===== config.mk =====
export PLATFORM = sky130hd
export DESIGN_NAME = dco_freq_lock
export DESIGN_NICKNAME = d
export VERILOG_FILES = /design/src/rtl/dco_freq_lock.sv
export SDC_FILE = /design/constraint.sdc
export NUM_CORES = 1
export LEC_CHECK = 0
export ABC_AREA = 0
export BUFFER_PORTS_ARGS = -buffer_cell sky130_fd_sc_hd__buf_2
export CORE_UTILIZATION = 55
export DETAILED_ROUTE_END_ITERATION = 8
export HOLD_SLACK_MARGIN = 0.03
export PLACE_DENSITY = 0.78
export SLEW_MARGIN = 20
export SYNTH_ARGS = -nofsm -noshare
export SYNTH_HDL_FRONTEND = slang
export SYNTH_SLANG_ARGS = --single-unit

===== constraint.sdc =====
create_clock -name clk -period 4.8 [get_ports clk]
set_input_delay 0.72 -clock clk [delete_from_list [all_inputs] [get_ports clk]]
set_output_delay 0.72 -clock clk [all_outputs]
set_load 0.01 [all_outputs]

===== src/rtl/dco_freq_lock.sv =====
// dco_freq_lock: gated edge-count frequency-lock loop driving an 8-bit DCO code.
// Define DCO_FREQ_LOCK_BINSEARCH_EN for an 8-window successive-approximation start-up.
module dco_freq_lock #(
    parameter int unsigned CNT_W        = 16,
    parameter int unsigned GATE_CYCLES  = 1024,
    parameter int unsigned TOL          = 2,
    parameter int unsigned LOCK_WINDOWS = 4,
    parameter logic [7:0]  INIT_CODE    = 8'h80
) (
    input  logic             clk,
    input  logic             rst_n,
    input  logic             enable,
    input  logic             dco_in,
    input  logic [CNT_W-1:0] target_count,
    output logic [7:0]       dco_code,
    output logic             locked,
    output logic [CNT_W-1:0] meas_count,
    output logic             meas_valid
);
    localparam int unsigned GATE_W = (GATE_CYCLES > 1) ? $clog2(GATE_CYCLES) : 1;
    localparam int unsigned LCK_W  = $clog2(LOCK_WINDOWS + 1);
    localparam int unsigned CW1    = CNT_W + 1;

    localparam logic [GATE_W-1:0] GATE_LAST = GATE_W'(GATE_CYCLES - 1);
    localparam logic [LCK_W-1:0]  LOCK_MAX  = LCK_W'(LOCK_WINDOWS);
    localparam logic [CNT_W-1:0]  CNT_MAX   = '1;
    localparam logic [CNT_W:0]    TOL_X     = CW1'(TOL);

    typedef enum logic [1:0] {
        IDLE,
        MEASURE,
        UPDATE
    } state_t;

    state_t            state_q, state_d;
    logic [2:0]        sync_q;
    logic [GATE_W-1:0] gate_q, gate_d;
    logic [CNT_W-1:0]  edge_q, edge_d;
    logic [CNT_W-1:0]  target_q, target_d;
    logic [CNT_W-1:0]  meas_q, meas_d;
    logic [7:0]        code_q, code_d;
    logic [LCK_W-1:0]  lock_cnt_q, lock_cnt_d;
    logic              locked_q, locked_d;

    logic              edge_det;
    logic [CNT_W-1:0]  edge_nxt;
    logic [CNT_W:0]    tgt_x, hi_sum;
    logic [CNT_W-1:0]  lo_bnd, hi_bnd;
    logic              below, above;

`ifdef DCO_FREQ_LOCK_BINSEARCH_EN
    logic              srch_q, srch_d;
    logic [2:0]        srch_k_q, srch_k_d;
    logic [7:0]        srch_bit;

    assign srch_bit = 8'h80 >> srch_k_q;
`endif

    // Two synchroniser flops plus one history flop for rising-edge detection.
    always_ff @(posedge clk or negedge rst_n) begin
        if (!rst_n) begin
            sync_q <= '0;
        end else begin
            sync_q <= {sync_q[1:0], dco_in};
        end
    end

    assign edge_det = sync_q[1] & ~sync_q[2];
    assign edge_nxt = (edge_q == CNT_MAX) ? edge_q : edge_q + CNT_W'(1);

    assign tgt_x  = {1'b0, target_q};
    assign hi_sum = tgt_x + TOL_X;
    assign lo_bnd = (tgt_x >= TOL_X) ? target_q - TOL_X[CNT_W-1:0] : '0;
    assign hi_bnd = hi_sum[CNT_W] ? CNT_MAX : hi_sum[CNT_W-1:0];
    assign below  = meas_q < lo_bnd;
    assign above  = meas_q > hi_bnd;

    assign dco_code   = code_q;
    assign locked     = locked_q;
    assign meas_count = meas_q;
    assign meas_valid = (state_q == UPDATE);

    // Window sequencing, code stepping and lock bookkeeping.
    always_comb begin
        state_d    = state_q;
        gate_d     = gate_q;
        edge_d     = edge_q;
        target_d   = target_q;
        meas_d     = meas_q;
        code_d     = code_q;
        lock_cnt_d = lock_cnt_q;
        locked_d   = locked_q;
`ifdef DCO_FREQ_LOCK_BINSEARCH_EN
        srch_d     = srch_q;
        srch_k_d   = srch_k_q;
`endif
        unique case (state_q)
            IDLE: begin
                gate_d     = '0;
                edge_d     = '0;
                lock_cnt_d = '0;
                locked_d   = 1'b0;
                if (enable) begin
                    state_d  = MEASURE;
                    target_d = target_count;
`ifdef DCO_FREQ_LOCK_BINSEARCH_EN
                    code_d   = 8'h80;
                    srch_d   = 1'b1;
                    srch_k_d = 3'd0;
`else
                    code_d   = INIT_CODE;
`endif
                end
            end
            MEASURE: begin
                if (edge_det) begin
                    edge_d = edge_nxt;
                end
                gate_d = gate_q + GATE_W'(1);
                if (gate_q == GATE_LAST) begin
                    state_d = UPDATE;
                    gate_d  = '0;
                    meas_d  = edge_d;
                end
            end
            UPDATE: begin
                state_d  = MEASURE;
                gate_d   = '0;
                edge_d   = '0;
                target_d = target_count;
`ifdef DCO_FREQ_LOCK_BINSEARCH_EN
                if (srch_q) begin
                    code_d = above ? (code_q & ~srch_bit) : code_q;
                    if (srch_k_q == 3'd7) begin
                        srch_d = 1'b0;
                    end else begin
                        code_d   = code_d | (srch_bit >> 1);
                        srch_k_d = srch_k_q + 3'd1;
                    end
                end else
`endif
                begin
                    if (below || above) begin
                        lock_cnt_d = '0;
                        locked_d   = 1'b0;
                        if (below && code_q != 8'hFF) begin
                            code_d = code_q + 8'd1;
                        end
                        if (above && code_q != 8'h00) begin
                            code_d = code_q - 8'd1;
                        end
                    end else begin
                        if (lock_cnt_q != LOCK_MAX) begin
                            lock_cnt_d = lock_cnt_q + LCK_W'(1);
                        end
                        locked_d = (lock_cnt_d == LOCK_MAX);
                    end
                end
            end
            default: begin
                state_d = IDLE;
            end
        endcase

        // Dropping enable abandons the window but keeps the code and last count.
        if (!enable) begin
            state_d    = IDLE;
            gate_d     = '0;
            edge_d     = '0;
            target_d   = target_q;
            code_d     = code_q;
            lock_cnt_d = '0;
            locked_d   = 1'b0;
        end
    end

    // Loop state registers.
    always_ff @(posedge clk or negedge rst_n) begin
        if (!rst_n) begin
            state_q    <= IDLE;
            gate_q     <= '0;
            edge_q     <= '0;
            target_q   <= '0;
            meas_q     <= '0;
            code_q     <= INIT_CODE;
            lock_cnt_q <= '0;
            locked_q   <= 1'b0;
`ifdef DCO_FREQ_LOCK_BINSEARCH_EN
            srch_q     <= 1'b0;
            srch_k_q   <= 3'd0;
`endif
        end else begin
            state_q    <= state_d;
            gate_q     <= gate_d;
            edge_q     <= edge_d;
            target_q   <= target_d;
            meas_q     <= meas_d;
            code_q     <= code_d;
            lock_cnt_q <= lock_cnt_d;
            locked_q   <= locked_d;
`ifdef DCO_FREQ_LOCK_BINSEARCH_EN
            srch_q     <= srch_d;
            srch_k_q   <= srch_k_d;
`endif
        end
    end

endmodule


[Word level (Yosys, flattened, before mapping)]
Index checks and enable logic that the tools add are counted.
Word-level totals
  flip-flop bits (word level): 75
  latch bits: 0
  RAM bits: 0
  memory bits (read-only): 0
  input port bits: 20
  output and inout bits: 26
  logic and storage cells: 68
  memories kept: 0
Cells by class
  add/subtract/negate cells: 7
  multipliers: 0
  div/mod/pow operators: 0
  order comparisons: 3
  eq/ne operators: 12
  shift operators: 0
  mux-type cells: 25
  bitwise logic cells: 2
  reductions and logical operators: 10
Operators by type and width (number)
  2-to-1 mux 16 bit: 5
  one-hot mux 16 bit (2 select lines): 1
  2-to-1 mux 8 bit: 3
  2-to-1 mux 10 bit: 2
  one-hot mux 10 bit (2 select lines): 1
  adder 16 x 2 -> 17 bit (second input constant): 1
  adder 16 x 1 -> 16 bit (second input constant): 1
  equality test 16 bit (second input constant): 1
  greater-or-equal comparator 16 x 2 -> 1 bit (second input constant): 1
  > comparator 16 bit: 1
  less-than comparator 16 bit: 1
  one-hot mux 8 bit (2 select lines): 1
  subtractor 16 x 2 -> 16 bit (second input constant): 1
  2-to-1 mux 3 bit: 5
  adder 10 x 1 -> 10 bit (second input constant): 1
  equality test 10 bit (second input constant): 1
  adder 8 x 1 -> 8 bit (second input constant): 1
  != test 8 bit (second input constant): 1
  nonzero test 8 bit: 1
  subtractor 8 x 1 -> 8 bit (second input constant): 1
  != test 3 x 1 -> 1 bit (second input constant): 2
  != test 3 bit (second input constant): 2
  one-hot mux 3 bit (2 select lines): 1
  2-to-1 mux 2 bit: 2
  other kinds (18): 21

[Depth between registers and ports, before layout]
Gate-level depths: netlist (run 1).
  depth after elaboration: 10
  gate-level depth with buffers: 21
  mapped depth without buffers: 21

[Worst setup path before layout (run 1)]
OpenSTA, ideal clock, no wires.
  kind: reg-to-reg
  from: register target_q[3]
  to: register code_q[7] (netlist: dco_code[7])
  library setup time: 0.084 ns
  data arrival time: 4.709 ns
  data required time: 4.716 ns
  slack: 0.007 ns
  cell stages (with the launch flop): 22
  buffers on the path: 2
  clock period less this slack: 4.793 ns
  cells stage by stage: dfrtp_1 -> clkbuf_1 -> and3_1 -> nand3_1 -> or3_1 -> nor2_1 -> clkbuf_1 -> nor2_1 -> ha_1 -> nand4_1 -> nor3_1 -> a21boi_0 -> a211oi_1 -> nor2_1 -> ha_1 -> a21o_1 -> a211o_1 -> o211ai_1 -> a21oi_1 -> o211a_1 -> o2111ai_1 -> nor3b_1
On the way
  word-level cells in the longest chain between the ends: 7
  elaborated cells between the ends (all ways): 16
  classes of those cells: add/sub: 2; order compare: 3; eq/ne: 2; mux: 5; reduce/logical: 4
RTL lines
  from (decl): line 39  | logic [CNT_W-1:0] target_q, target_d;
  from (signal assigned): line 196  | target_q <= target_d;
  adder 16 x 2 -> 17 bit: line 72  | assign hi_sum = tgt_x + TOL_X;
  2-to-1 mux 16 bit: line 74  | assign hi_bnd = hi_sum[CNT_W] ? CNT_MAX : hi_sum[CNT_W-1:0];
  > comparator 16 bit: line 76  | assign above = meas_q > hi_bnd;
  logical AND 1 bit: line 149  | if (above && code_q != 8'h00) begin
  2-to-1 mux 8 bit: line 149
  2-to-1 mux 8 bit: line 143  | if (below || above) begin
  one-hot mux 8 bit (2 select lines): line 97  | unique case (state_q)
  to (signal assigned): line 198  | code_q <= code_d;
  to (decl): line 41  | logic [7:0] code_q, code_d;
Parallel ways exist; a longest one is shown, timed or not. The select of a mux whose other input is x is not followed.
A chain may end at the register's enable or synchronous reset.

[Final worst setup path (run 1)]
  from: register target_q[2]
  to: register code_q[6] (netlist: dco_code[6])
Same word-level chain as after synthesis.

==> metrics.md, run 1 <==
| Metric | Value |
|---|---|
| 1st-iter DRT viols | `131` |
| Fraction of layout cells with a size suffix above 1 | `14.9%` |
| Synthesis Warnings | `0` |
| Initial core utilization | `57.9%` |
| Worst Setup End Kind | `flop` |
| First-pass GRT wire length | `20000 µm` |
| Worst VDD drop | `0.204 mV` |
| Remaining antenna violation count | `0` |
| Leak Pwr | `0.00274 µW` |
| Main synth FF type | `dfrtp_1` |
| Synth area leader | `dfrtp_1` |
| All-Layer GR Usage | `26.1%` |
| Syn Nets | `646` |
| Hold Crit Class | `flop to flop` |
| WHS | `0.358 ns` |
| Critical path arrival | `4.78 ns` |
| Diode count | `0` |
| Crit path launch type | `flop` |
| # H-tree levels | `3` |
| Final worst slack | `0.275 ns` |
| Initial antenna violation count | `0` |
| EDFF count, synth | `0` |
| Placed Cells | `718` |
| Hold endpoint | `sync_q[1]` |
| Die ar. | `0.00976 mm²` |
| #FFs+latches synth | `75` |
| Setup WS pre-CTS | `0.273 ns` |
| Fmax | `0.221 GHz` |
| Area delta synth->final | `10.2%` |
| # IOs | `46` |
| Minimum clock period | `4.53 ns` |
| RR Startpoint | `target_q[2]` |
| Clk buf depth | `2` |
| Hold path start | `sync_q[0]` |
| Most instantiated cells after synthesis | `dfrtp_1 (74), nand2_1 (74), nor2_1 (60)` |
| Final worst-path cycle share | `94.3%` |
| DIE WIDTH | `98.8 µm` |
| Final Non-Filler Cells | `734` |
| Clock Latency Late Sink | `0.37 ns` |
| Worst Reg-to-Reg Cells | `20` |
| Number of setup violations in the final report | `0` |
| Via Count | `4363` |
| HPWL reported at the end of detailed placement | `8650 µm` |
| Sequential area share after synthesis | `36.5%` |
| Hold Crit Depth | `0` |
| Core ar. | `0.00889 mm²` |
| Via count of the first global-routing pass | `4174` |
| FP Rows | `34` |
| Crit Path Class | `flop to flop` |
| Slew Viols, Final | `0` |
| Status | `completed` |
| Hold Buf Count CTS | `0` |
| Post-synth ARST share | `100%` |
| Worst path required time | `5.06 ns` |
| 1st-pass router iterations | `5` |
| Maximum fanout along the worst path | `8` |
| Final wirelength | `11800 µm` |
| Routed WL per cell | `16.0 µm` |
| Final hold viol count | `0` |
| Die Span Y | `98.8 µm` |
| Slew HR | `37.4%` |
| Root buf cell | `clkbuf_8` |
| Clock skew | `0.00918 ns` |
| CTS Sinks | `75` |
| PD cells | `271 mW/mm²` |
| Top cells by area, synth | `dfrtp_1 (36%), ha_1 (10%), nand2_1 (5.4%), xnor2_1 (4.6%), nor2_1 (4.4%)` |
| Worst reg2reg path endpoint | `dco_code[6]` |
| Largest net degree at the start of global routing | `76` |
| Top cell type's share of synthesized area | `35.9%` |
| Mapped Area | `0.00515 mm²` |
| CTS tree | `built` |
| RD Place Congestion | `0.958` |
| Clk slew on worst S/H paths | `0.08 ns` |
| Worst-Margin Slew | `0.939 ns` |
| Total global routing overflow | `0` |
| FF-to-FF setup slack | `0.27 ns` |
| PortBufs | `45` |
| Final-stage net count | `685` |
| DRC | `0` |
| Syn_area_per_cell | `8.85 µm²` |
| Post-synth cell types | `57` |
| Max-cap violations | `0` |
| Vias per Instance | `5.94` |
| Num CTS Buffers | `9` |
| Mapped Cells | `582` |
[worst max-delay path, stage by stage, from the launching register on]
cell      delay, ns
dfrtp_1        0.41
and3_1         0.22
nand3_1        0.16
or3_1          0.43
nor2_2         0.23
buf_4          0.18
nor2_1         0.05
ha_1           0.28
nor2b_1        0.13
o211ai_1       0.18
a21boi_0       0.14
a211oi_1       0.34
nor2_1         0.11
buf_4          0.20
fa_1           0.41
a21o_1         0.17
a21o_1         0.19
a21o_1         0.18
a21oi_1        0.16
xnor2_1        0.08
a22o_1         0.19
[worst max-delay path by stage]
| stage | slack [ns] | to | start | cells after the start |
|---|---|---|---|---|
| 2_1_floorplan | 0.007 | dco_code[7] | target_q[3] | 21 |
| 3_3_place_gp | 0.34 | dco_code[6] | target_q[2] | 20 |
| 3_5_place_dp | 0.27 | dco_code[6] | target_q[2] | 20 |
| 4_1_cts | 0.26 | dco_code[6] | target_q[2] | 20 |
| 5_1_grt | -0.003 | dco_code[7] | target_q[1] | 20 |
| 6_report | 0.27 | dco_code[6] | target_q[2] | 20 |
[area by class of cell]
class / instances / area [µm²]
flip-flops and latches: 75 / 1880
clock buffers: 12 / 165
inverters: 16 / 60.1
repair buffers: 54 / 295
well taps: 108 / 135
fillers: 739 / 3210
multi-input cells: 465 / 3110
clock inverters: 4 / 31.3
[report_power, final]
group	switching (µW)	leakage, µW	internal [µW]	total [µW]
logic	186	0.00164	145	331
clock network	244	0.000103	233	477
registers	66.8	0.000999	665	732
total	497	0.00274	1040	1540
[logic make-up (layout without fill, tap and decap cells)]
kind of cell / after synthesis / in the layout / share of synthesized area (%)
fa+ha+maj: 44 / 44 / 10.8
xor+xnor: 49 / 49 / 8.33
compound gates: 111 / 111 / 14.7
simple gates: 242 / 242 / 22.4
flops: 75 / 75 / 36.5
buf+inv: 42 / 86 / 3.23
mux: 19 / 19 / 4.08
[what timing repair did]
action	in CTS	in global routing
gates resized for setup	0	2
buffers inserted	0	0
setup endpoints to repair	0	2
endpoints found under the hold margin	0	0
[cell usage in the layout, fill, tap and decap left out, types with 3 or more instances in the layout]
cell type	Yosys	routed
mux2i_1	3	3
o211ai_1	4	4
clkbuf_8	0	12
nor3_1	20	20
a21o_1	7	7
xnor2_1	27	27
nand4_1	14	14
o211a_1	3	3
nand2_1	74	74
inv_1	16	16
o31ai_1	8	8
nor2b_1	4	3
mux2_1	5	5
nor2_1	60	59
dfrtp_1	74	74
and3_1	7	7
o21ai_1	2	3
a21oi_1	24	24
buf_4	0	10
nand2b_1	9	9
nor4_1	8	8
buf_2	1	44
o21ai_0	30	29
o21a_1	5	5
a211oi_1	3	3
nand3_1	24	24
mux2_2	11	11
xor2_1	22	22
ha_1	43	43
and2_1	4	4
a31oi_1	3	3
a22o_1	6	6
or3_1	5	5
[metrics by stage]
stage | util (%) | area [µm²] | total power (µW) | TNS, ns
detailed placement | 61.6 | 5480 | 1070 | 0
global route | 63.8 | 5680 | 1630 | -0.00263
floorplan | - | 5150 | 977 | 0
global placement | 61.6 | 5480 | 1050 | 0
CTS | 63.8 | 5670 | 1550 | 0
finish | 63.8 | 5680 | 1540 | 0
[state kept, by name, summed over array words and instances, names as in the netlist]
| register | cells |
|---|---|
| lock_cnt_q | 3 |
| state_q | 2 |
| sync_q | 3 |
| locked | 1 |
| dco_code | 8 |
| edge_q | 16 |
| meas_count | 16 |
| target_q | 16 |
| gate_q | 10 |
[per-layer routing]
| metal | up-vias | share of wire, % | GRT usage, % |
|---|---|---|---|
| met2 | 92 | 49 | 42.8 |
| met1 | 2106 | 45 | 33.4 |
| met4 | 0 | 2.3 | 10.8 |
| met3 | 22 | 3.7 | 5.74 |
| met5 | - | 0 | 0 |
| li1 | 2143 | - | - |
Power figures use the tool's default switching activity.
==> run 2, diff against run 1 <==
==> constraint.sdc (replaced) <==
create_clock -name clk -period 3.7 [get_ports clk]
set_input_delay 0.555 -clock clk [delete_from_list [all_inputs] [get_ports clk]]
set_output_delay 0.555 -clock clk [all_outputs]
set_load 0.01 [all_outputs]
==> run 2 against run 1 <==
The flow now finishes with violations (negative setup slack); critical path type unchanged; largest power group unchanged; combinational power up 130%; register-to-register slack worse by 0.84 ns; sequential power up 24%.
==> metrics.md, run 2 (synthesis gave the netlist of run 1 again) <==
| Metric | Value |
|---|---|
| DRC | `0` |
| Final wirelength | `14800 µm` |
| Core ar. | `0.00889 mm²` |
| Final-stage net count | `762` |
| Clk pwr share | `28.9%` |
| CP cell instances | `and3_4, nand3_4, or3_4, nor2_1, nand3b_1, o21ai_0, ha_1, a21oi_1, nand2_1, a21o_1, a211oi_4, nor2_4, buf_6, fa_2, a21o_1, a21o_1, a21o_1, a21oi_2, xnor2_1, a22o_1` |
| Largest net degree at the start of global routing | `76` |
| Gr busiest metal | `met2` |
| Final worst slack | `-0.566 ns` |
| Worst Setup End Kind | `flop` |
| CTS Sinks | `75` |
| Routed WL per cell | `18.3 µm` |
| 1st-pass router iterations | `5` |
| Slew Viols, Final | `0` |
| Diode count | `0` |
| Clock Latency Late Sink | `0.36 ns` |
| Sequential Power Share | `38.9%` |
| PortBufs | `45` |
| Met1 Usage GRT | `35.1%` |
| # IOs | `46` |
| Num CTS Buffers | `9` |
| Max-cap violations | `0` |
| Maximum fanout along the worst path | `6` |
| Crit Path Class | `flop to flop` |
| Area delta synth->final | `31.8%` |
| Minimum clock period | `4.27 ns` |
| Die Span Y | `98.8 µm` |
| Most used cell, CP | `a21o_1` |
| Leak Pwr | `0.00317 µW` |
| Slew HR | `37.6%` |
| Critical path arrival | `4.52 ns` |
| # H-tree levels | `3` |
| Crit path launch type | `flop` |
| Fraction of layout cells with a size suffix above 1 | `32.6%` |
| WHS | `0.296 ns` |
| Via count of the first global-routing pass | `4823` |
| Fmax | `0.234 GHz` |
| Internal | `1520 µW` |
| Via Count | `4850` |
| Hold Buf Count CTS | `0` |
| Final Non-Filler Cells | `811` |
| Met2 Usage GRT | `51.7%` |
| Setup repair after global routing missed its margin | `yes` |
| First-pass GRT wire length | `22500 µm` |
| Status | `finished, violations left` |
| GRT met3 Usage | `4.54%` |
| Placed Cells | `772` |
| Number of setup violations in the final report | `12` |
| Comb pwr share | `32.2%` |
| Slowest stage delay, CP | `0.39 ns` |
| Clk buf depth | `2` |
| FF-to-FF setup slack | `-0.57 ns` |
| FP Rows | `34` |
| Worst path required time | `3.96 ns` |
| DIE WIDTH | `98.8 µm` |
| All-Layer GR Usage | `29.1%` |
| Initial antenna violation count | `0` |
| Sw Ratio | `34.5%` |
| HPWL reported at the end of detailed placement | `9400 µm` |
| Total global routing overflow | `0` |
| PD cells | `343 mW/mm²` |
| Final worst-path cycle share | `115%` |
| Initial core utilization | `57.9%` |
| Tot Pwr | `2330 µW` |
| CTS tree | `built` |
| Root buf cell | `clkbuf_8` |
| Final hold viol count | `0` |
| Worst-Margin Slew | `0.935 ns` |
| Worst VDD drop | `0.259 mV` |
| Most frequent cells in the layout | `nand2_1 (73), dfrtp_1 (73), buf_4 (69)` |
| Die ar. | `0.00976 mm²` |
| Switching pwr | `803 µW` |
| Clock skew | `0.00855 ns` |
| 1st-iter DRT viols | `202` |
| Failing checks | `negative setup slack` |
| Vias per Instance | `5.98` |
| Setup Total Neg Slack | `-2.87 ns` |
| RD Place Congestion | `0.936` |
| Clk slew on worst S/H paths | `0.09 ns` |
| Remaining antenna violation count | `0` |
| Hold Crit Class | `input port to flop` |
| CP max stage cell | `dfrtp_1` |
[run 2: layer usage]
metal	wire, µm	vias up	part of all wire [%]
met5	0	-	0
met4	680	0	4.6
met3	611	55	4.1
met2	7530	165	51
met1	5990	2331	40
li1	-	2299	-
[run 2: worst paths after layout]
| check | from | endpoint | depth (start not counted) |
|---|---|---|---|
| worst min-delay path | dco_in | sync_q[0] | 1 |
| worst min register to register | sync_q[0] | sync_q[1] | 0 |
| max in group asynchronous | rst_n | target_q[5] | 1 |
| worst max-delay path | target_q[3] | dco_code[6] | 20 |
| min in group asynchronous | rst_n | target_q[4] | 1 |
| worst max register to register | target_q[3] | dco_code[6] | 20 |
[run 2: timing repair]
| item | in CTS | in global routing |
|---|---|---|
| gates resized for setup | 25 | 60 |
| cloned | 0 | 0 |
| pin swaps | 23 | 35 |
| buffers inserted | 12 | 12 |
| endpoints found under the setup margin | 12 | 12 |
[run 2: cell type report]
cell class | instances | area, µm²
inverter | 16 | 60.1
clock buffer | 10 | 128
fill | 583 | 2100
multi-input combinational | 465 | 3570
clock inverter | 6 | 73.8
tap | 108 | 135
timing repair buffer | 131 | 941
sequential | 75 | 1880
[run 2: metrics by stage]
step	area, µm²	setup WS (ns)	util [%]
floorplan	5260	-0.404	-
global placement	5970	-0.360	67.1
detailed placement	5970	-0.467	67.1
CTS	6390	-0.301	71.9
global route	6790	-0.781	76.4
finish	6790	-0.566	76.4
[run 2: power by group through the flow]
| stage | registers (µW) | clock network, µW | logic, µW |
|---|---|---|---|
| floorplan | 906 | 0 | 378 |
| global placement | 914 | 0 | 560 |
| detailed placement | 919 | 0 | 582 |
| CTS | 903 | 675 | 615 |
| global route | 910 | 711 | 807 |
| finish | 905 | 673 | 750 |
[run 2: critical path: cells and delay by family (launching register included)]
family	cells	cell delay (ns)
adder cells (fa/ha/maj)	2	0.67
AND/OR/NAND/NOR	7	1.18
XOR/XNOR	1	0.08
AO/OA/AOI/OAI	9	1.71
buffers and inverters	1	0.13
flip-flops	1	0.39
==> run 3, diff against run 2 <==
--- a/config.mk
+++ b/config.mk
@@ -11,6 +11,7 @@
 export DETAILED_ROUTE_END_ITERATION = 8
 export HOLD_SLACK_MARGIN = 0.03
 export PLACE_DENSITY = 0.78
+export SKIP_CTS_REPAIR_TIMING = 1
 export SLEW_MARGIN = 20
 export SYNTH_ARGS = -nofsm -noshare
 export SYNTH_HDL_FRONTEND = slang
==> run 3 against run 2 <==
The run still ends with negative setup slack left; non-clock buffer count decreased by 8; sequential power about the same; via count is 1.1% lower; die area stayed put; final area down 1.3%; wire length fell by 4.1%; sequential share of layout area rose by 0.37 points; worst hold slack about the same; worst setup slack improved by 0.026 ns; sequential cell count is the same; global-route usage fell by 1.2 points; critical endpoint is now dco_code[7]; largest cell class unchanged.
==> metrics.md, run 3 (synthesis gave the netlist of run 1 again) <==
| Metric | Value |
|---|---|
| FP Rows | `34` |
| Status | `finished, violations left` |
| Final worst slack | `-0.540 ns` |
| Final hold viol count | `0` |
| Crit Path Class | `flop to flop` |
| Diode count | `0` |
| First-pass GRT wire length | `21700 µm` |
| Met1 wire length | `5750 µm` |
| All-Layer GR Usage | `28.0%` |
| Clk slew on worst S/H paths | `0.09 ns` |
| Root buf cell | `clkbuf_8` |
| Fmax | `0.236 GHz` |
| Leak Pwr | `0.00316 µW` |
| Clk buf depth | `2` |
| CP max stage cell | `dfrtp_1` |
| Vias per Instance | `5.97` |
| Routed WL per cell | `17.7 µm` |
| Die Span Y | `98.8 µm` |
| Slowest stage delay, CP | `0.38 ns` |
| # H-tree levels | `3` |
| Worst VDD drop | `0.261 mV` |
| Number of setup violations in the final report | `9` |
| Remaining antenna violation count | `0` |
| Final wirelength | `14200 µm` |
| Worst-Margin Slew | `0.933 ns` |
| 1st-iter DRT viols | `240` |
| Area delta synth->final | `30.1%` |
| HPWL reported at the end of detailed placement | `9400 µm` |
| CTS Sinks | `75` |
| RD Place Congestion | `0.936` |
| Setup Total Neg Slack | `-2.40 ns` |
| DRC | `0` |
| Final worst-path cycle share | `115%` |
| Max Used Layer | `met4` |
| Core ar. | `0.00889 mm²` |
| Most used cell, CP | `nor2_4` |
| Worst path required time | `3.99 ns` |
| PortBufs | `45` |
| WHS | `0.296 ns` |
| Worst Setup End Kind | `flop` |
| Placed Cells | `772` |
| Sequential Power Share | `39.5%` |
| Num CTS Buffers | `9` |
| Minimum clock period | `4.24 ns` |
| Switching pwr | `782 µW` |
| CP cell instances | `and3_4, nand3_4, or3_4, nor2_4, buf_6, nor2_1, ha_1, nand4_1, nor3_2, a21boi_4, a211oi_4, nor2_4, ha_4, a21o_1, a211o_1, o211ai_1, a21oi_2, o211a_1, nor4b_2, nor3b_2` |
| Comb pwr share | `31.2%` |
| Initial core utilization | `57.9%` |
| Clk pwr share | `29.4%` |
| Final-stage net count | `754` |
| CTS tree | `built` |
| Slew Viols, Final | `0` |
| Via count of the first global-routing pass | `4702` |
| Failing checks | `negative setup slack` |
| Clock skew | `0.00818 ns` |
| Setup repair after global routing missed its margin | `yes` |
| # IOs | `46` |
| Crit path launch type | `flop` |
| DIE WIDTH | `98.8 µm` |
| Clock Latency Late Sink | `0.36 ns` |
| Via Count | `4795` |
| Sw Ratio | `34.0%` |
| Most frequent cells in the layout | `nand2_1 (73), dfrtp_1 (73), buf_4 (66)` |
| Hold Crit Class | `input port to flop` |
| Final Non-Filler Cells | `803` |
| Fraction of layout cells with a size suffix above 1 | `31.8%` |
| FF-to-FF setup slack | `-0.54 ns` |
| Total global routing overflow | `0` |
| Maximum fanout along the worst path | `8` |
| Internal | `1510 µW` |
| Design area | `0.00670 mm²` |
| Die ar. | `0.00976 mm²` |
| Post-placement cell area | `0.00597 mm²` |
| Critical path arrival | `4.53 ns` |
| Met2 WL post-DR | `7280 µm` |
| Slew HR | `37.8%` |
| Largest net degree at the start of global routing | `76` |
| Max-cap violations | `0` |
| PD cells | `343 mW/mm²` |
| Initial antenna violation count | `0` |
| Met3 routed WL | `585 µm` |
| 1st-pass router iterations | `5` |
run 3: changes by cell type in the layout (fill, tap and decap cells not counted), moves of 2 or more:
cell / change
or2_2: +2
buf_4: -3
or2_4: -2
a21oi_2: +2
buf_6: -5
a21oi_1: -2
run 3: power by group through the flow:
stage               clock [µW]  sequential (µW)  combinational [µW]
finish                     674              906                 715
global route               712              912                 778
CTS                        675              903                 588
detailed placement           0              919                 582
global placement             0              914                 560
floorplan                    0              906                 378
run 3: per-stage QoR:
stage	worst slack, ns	util [%]	total power (µW)
CTS	-0.511	69.4	2170
floorplan	-0.404	-	1280
detailed placement	-0.467	67.1	1500
global route	-0.742	75.4	2400
finish	-0.540	75.4	2300
global placement	-0.360	67.1	1470
run 3: layout make-up:
class                           instances  area, µm²
Clock buffer                           10        128
Clock inverter                          6       73.8
Fill cell                             607       2190
Inverter                               16       60.1
Multi-Input combinational cell        465       3560
Sequential cell                        75       1880
Tap cell                              108        135
Timing Repair Buffer                  123        862
run 3: worst paths after layout:
check                            start           to  cells past startpoint
hold reg to reg              sync_q[0]    sync_q[1]                      0
hold / removal                  dco_in    sync_q[0]                      1
setup reg to reg           target_q[3]  dco_code[7]                     20
max in group asynchronous        rst_n  target_q[4]                      1
setup / recovery           target_q[3]  dco_code[7]                     20
min in group asynchronous        rst_n  target_q[5]                      1
run 3: critical path, delay by kind of cell (launching register included):
| kind | cells | cell delay [ns] |
|---|---|---|
| compound gates | 7 | 1.12 |
| fa+ha+maj | 2 | 0.55 |
| buf+inv | 1 | 0.16 |
| flops | 1 | 0.38 |
| simple gates | 10 | 1.93 |
run 3: per-layer routing:
| metal | up-vias | global-route usage (%) |
|---|---|---|
| met5 | - | 0 |
| met1 | 2333 | 34.0 |
| li1 | 2289 | - |
| met4 | 0 | 11.1 |
| met3 | 43 | 4.26 |
| met2 | 130 | 49.6 |
